File: config.mk
export PLATFORM = sky130hd
export DESIGN_NAME = branch_predict_resolve
export DESIGN_NICKNAME = d
export VERILOG_FILES = /design/src/rtl/branch_pkg.sv /design/src/rtl/sat_counter2.sv /design/src/rtl/branch_predict_resolve.sv
export SDC_FILE = /design/constraint.sdc
export NUM_CORES = 1
export LEC_CHECK = 0
export BUFFER_PORTS_ARGS = -buffer_cell sky130_fd_sc_hd__buf_2
export CORE_UTILIZATION = 40
export DETAILED_ROUTE_END_ITERATION = 16
export HOLD_SLACK_MARGIN = 0.12
export SLEW_MARGIN = 20
export SYNTH_ARGS = -nofsm -noshare
export SYNTH_HDL_FRONTEND = slang
export SYNTH_HIERARCHICAL = 1
export SYNTH_SLANG_ARGS = --single-unit
export TNS_END_PERCENT = 20
File: constraint.sdc
create_clock -name clk -period 4.2 [get_ports clk]
set_input_delay 0.21 -clock clk [delete_from_list [all_inputs] [get_ports clk]]
set_output_delay 0.21 -clock clk [all_outputs]
set_load 0.01 [all_outputs]
File: src/rtl/branch_pkg.sv
// Shared branch definitions: funct3 condition encodings and
// the 2-bit saturating predictor states.
package branch_pkg;

   localparam logic [2:0] F3_BEQ  = 3'b000;
   localparam logic [2:0] F3_BNE  = 3'b001;
   localparam logic [2:0] F3_BLT  = 3'b100;
   localparam logic [2:0] F3_BGE  = 3'b101;
   localparam logic [2:0] F3_BLTU = 3'b110;
   localparam logic [2:0] F3_BGEU = 3'b111;

   typedef enum logic [1:0] {
      SNT = 2'b00,
      WNT = 2'b01,
      WT  = 2'b10,
      ST  = 2'b11
   } bht_state_e;

   localparam logic [1:0] BHT_RESET = WNT;

endpackage

File: src/rtl/sat_counter2.sv
// 2-bit saturating counter next-state function.
// Counts up on taken, down on not taken, clamped at ST / SNT.
module sat_counter2
   import branch_pkg::*;
(
   input  logic [1:0] cur,
   input  logic       taken,
   output logic [1:0] nxt
);

   always_comb begin
      nxt = cur;
      unique case (1'b1)
         (taken && (cur != ST)):   nxt = cur + 2'd1;
         (!taken && (cur != SNT)): nxt = cur - 2'd1;
         default:                  nxt = cur;
      endcase
   end

endmodule

File: src/rtl/branch_predict_resolve.sv
// Bimodal branch predictor with EX-stage branch resolution,
// one-cycle registered redirect and performance counters.
module branch_predict_resolve
   import branch_pkg::*;
#(
   parameter int XLEN        = 32,
   parameter int BHT_ENTRIES = 64,
   parameter int CNT_W       = 32
) (
   input  logic            clk,
   input  logic            rst_n,
   input  logic [XLEN-1:0] if_pc,
   output logic            if_pred_taken,
   input  logic            ex_branch,
   input  logic            ex_flush,
   input  logic [2:0]      ex_funct3,
   input  logic [XLEN-1:0] ex_rs1,
   input  logic [XLEN-1:0] ex_rs2,
   input  logic [XLEN-1:0] ex_pc,
   input  logic [XLEN-1:0] ex_imm,
   input  logic            ex_pred_taken,
   output logic            redirect_valid,
   output logic [XLEN-1:0] redirect_pc,
   output logic [CNT_W-1:0] br_count,
   output logic [CNT_W-1:0] mispred_count
);

   localparam int IDX_W = $clog2(BHT_ENTRIES);

   logic [1:0]       bht [BHT_ENTRIES];
   logic [IDX_W-1:0] if_idx;
   logic [IDX_W-1:0] ex_idx;
   logic [1:0]       ex_cur;
   logic [1:0]       ex_nxt;

   logic            resolve;
   logic            eq;
   logic            lt_s;
   logic            lt_u;
   logic            actual_taken;
   logic            mispredict;
   logic [XLEN-1:0] target;
   logic [XLEN-1:0] fallthrough;

   // Only the index bits of if_pc feed the table.
   logic unused_if_pc;
   assign unused_if_pc = ^if_pc;

   assign if_idx = if_pc[IDX_W+1:2];
   assign ex_idx = ex_pc[IDX_W+1:2];

   // Lookup reads the current table; same-cycle updates are not bypassed.
   assign if_pred_taken = bht[if_idx][1];

   assign resolve = ex_branch && !ex_flush;

   assign eq   = (ex_rs1 == ex_rs2);
   assign lt_s = ($signed(ex_rs1) < $signed(ex_rs2));
   assign lt_u = (ex_rs1 < ex_rs2);

   always_comb begin
      actual_taken = 1'b0;
      unique case (1'b1)
         (ex_funct3 == F3_BEQ):  actual_taken = eq;
         (ex_funct3 == F3_BNE):  actual_taken = !eq;
         (ex_funct3 == F3_BLT):  actual_taken = lt_s;
         (ex_funct3 == F3_BGE):  actual_taken = !lt_s;
         (ex_funct3 == F3_BLTU): actual_taken = lt_u;
         (ex_funct3 == F3_BGEU): actual_taken = !lt_u;
         default:                actual_taken = 1'b0;
      endcase
   end

   assign mispredict  = actual_taken ^ ex_pred_taken;
   assign target      = ex_pc + ex_imm;
   assign fallthrough = ex_pc + XLEN'(4);

   assign ex_cur = bht[ex_idx];

   sat_counter2 u_sat (
      .cur   (ex_cur),
      .taken (actual_taken),
      .nxt   (ex_nxt)
   );

   always_ff @(posedge clk or negedge rst_n) begin
      if (!rst_n) begin
         redirect_valid <= 1'b0;
         redirect_pc    <= '0;
         br_count       <= '0;
         mispred_count  <= '0;
         for (int i = 0; i < BHT_ENTRIES; i++) begin
            bht[i] <= BHT_RESET;
         end
      end else begin
         redirect_valid <= resolve && mispredict;
         if (resolve) begin
            br_count    <= br_count + CNT_W'(1);
            bht[ex_idx] <= ex_nxt;
            if (mispredict) begin
               mispred_count <= mispred_count + CNT_W'(1);
               redirect_pc   <= actual_taken ? target : fallthrough;
            end
         end
      end
   end

endmodule

==> reports/metrics.cfg <==
[status]
outcome = completed

[route]
ant_nets = 0
first_pass_iters = 9
drt_iter0_drc = 624
post-route-drc-count = 0
wl_um = 38300
wire_per_inst_um = 18.4
vias_per_cell = 5.46
vias = 11400

[clock_tree]
clkLatencyLatePin_ps = 540
clkTransAtPathRegs_ps = 60
cts_tree = done
cts_root_buf = clkbuf_16
cts.sinks = 225
cts_buffers = 27
cts_setup_buffers = 0
htreeDepth = 1
cts.path.max_buffers = 3

[sta]
tightest_slew_ps = 1060
rsz0062_at_grt = no
setup-tns-final_ps = 0
layout_min_cycle_time_ps = 3370
slew_headroom_pct = 29.1
period_share_pct = 80.2
hold_violations = 0
fmax_mhz = 297
final-max-slew-violation-count = 0
clock_skew_ps = 9.96
whs_ps = 135
finalSetupViolCount = 0

[setup_path]
cp_data_arrival_time_ps = 3780
worstSetupPathType = in -> reg
crit_start = ex_pc[0]
endpoint_kind = flop
cp-start-kind = input port
cp.required_ps = 4620
r2r-start = mispred_count[4]
worst-path-max-fanout = 4

[floorplan]
num_io_pins = 266
dieWidth_um = 189
dieArea_sq_mm = 0.0356
die_y_um = 189
core_sq_mm = 0.0345
rows = 68
initial_core_util_pct = 40.5

[placement]
dpl.hpwl_um = 27500
gp_congestion = 0.909
portBuffers = 239

[synthesis]
synth_seq_cells = 225
synth_edf_count = 0
syn_area_per_cell_sq_um = 10.3
syn_area_sq_mm = 0.0140
syn-instance-count = 1361
async_flop_share_pct = 100
synth-seq-area-share_pct = 40.9
synth_ff_type = dfrtp_1
synth_cell_types = 67
ys_warn_count = 6
synth_nets = 1596

[finish]
nFillCells = 3258
multi_input_area_sq_mm = 0.00781
finalCoreUtilization_pct = 48.4
layout-drive-gt1-share_pct = 33.7
syn_to_final_growth_pct = 19.6
regArea_sq_mm = 0.00571
final_nets = 1835

[grt]
grt_overflow = 0
grt_pass1_wl_um = 62200
grt_max_degree = 106
grt_use_total_pct = 21.7
antenna_found_initial = 3
grt_pass1_vias = 11600

[power]
power.density_mw_per_mm2 = 371
leakage_nw = 7.72
max-vdd-ir-drop_mv = 0.307

[min_path]
holdCritPathClass = in -> reg
hold_path.startpoint = ex_pc[23]

[run]
maxCapViolCount = 0

==> cell type report <==
| class | instances | share of cell area (%) |
|---|---|---|
| antenna | 4 | 0.0600 |
| clock buffer | 43 | 4.89 |
| clock inverter | 7 | 0.435 |
| inverter | 62 | 1.39 |
| multi-input combinational | 1016 | 46.8 |
| sequential | 225 | 34.2 |
| tap | 455 | 3.41 |
| timing repair buffer | 268 | 8.83 |
==> worst paths after layout <==
kind | end | depth (start not counted) | slack [ps]
worst max-delay path | redirect_pc[26] | 14 | 830
worst min-delay path | redirect_pc[23] | 4 | 130
worst max register to register | mispred_count[27] | 8 | 1360
worst min register to register | mispred_count[31] | 1 | 470
max in group asynchronous | bht[40] | 3 | 2890
min in group asynchronous | redirect_pc[16] | 2 | 290
==> through the flow <==
stage / instances / power [mW] / worst slack (ps) / instance area (sq um)
floorplan: 1361 / 3.35 / 1010 / 14000
global placement: 2021 / 3.88 / 675 / 15700
detailed placement: 2021 / 3.91 / 627 / 15700
CTS: 2076 / 6.27 / 867 / 16700
global route: 2078 / 6.52 / 617 / 16700
finish: 2080 / 6.19 / 833 / 16700
==> flip-flops by register name, summed over array words and instances (netlist names) <==
name	cells
redirect_valid	1
bht	128
br_count	32
mispred_count	32
redirect_pc	32
==> where the power goes <==
part	switching, mW	leakage (nW)	internal (mW)
logic	0.722	4.50	0.552
registers	0.166	2.80	2.43
clock network	0.936	0.431	1.39
==> critical path, cell delays in order <==
cell           delay [ps]
dlygate4sd3_1         530
buf_2                 130
ha_1                  190
inv_1                  70
fa_1                  410
nand2b_1              190
a21oi_1               270
o22a_1                270
a2111oi_1             150
or4_1                 600
nand3_1               190
and3_1                210
o31ai_1                80
mux2_1                280
==> logic make-up after synthesis <==
| kind of cell | share of synthesized area, % |
|---|---|
| buffers and inverters | 3.43 |
| DFF | 40.9 |
| adders and majority gates | 6.06 |
| muxes | 16.5 |
| and+or+nand+nor | 14.7 |
| AOI/OAI and AO/OA | 11.2 |
| xor gates and xnor gates | 7.27 |
==> cells in the mapped netlist (all sizes together) (43+ instances only) <==
master,number,share of area [%]
dfrtp,161,29
a21oi,57,2.0
nand3,43,1.5
xnor2,68,4.3
a22oi,52,2.8
xor2,47,2.9
ha,66,5.9
nor2,99,2.7
dfstp,64,12
nand2,126,3.4
inv,62,1.7
mux2,154,12
==> layer usage <==
layer  up-vias  track usage, %  part of all wire, %
met3        68            3.24                  5.5
met4         0            5.80                  2.4
met2       350            36.1                   47
met1      5511            29.3                   45
met5         -               0                    0
li1       5429               -                    -
==> cell usage in the layout, fill, tap and decap left out, drive strengths merged, types with 40 or more instances in the layout <==
cell	netlist	layout
a21oi	57	57
a22oi	52	52
buf	18	263
clkbuf	40	43
dfrtp	161	161
dfstp	64	64
ha	66	66
inv	62	64
mux2	154	154
nand2	126	126
nand3	43	43
nor2	99	99
o21ai	40	40
xnor2	68	68
xor2	47	47
==> timing repair <==
item	in CTS	in global routing
hold buffers	5	0
resized for setup	0	0
hold endpoints to repair	85	0
(Power assumes the default switching activity.)
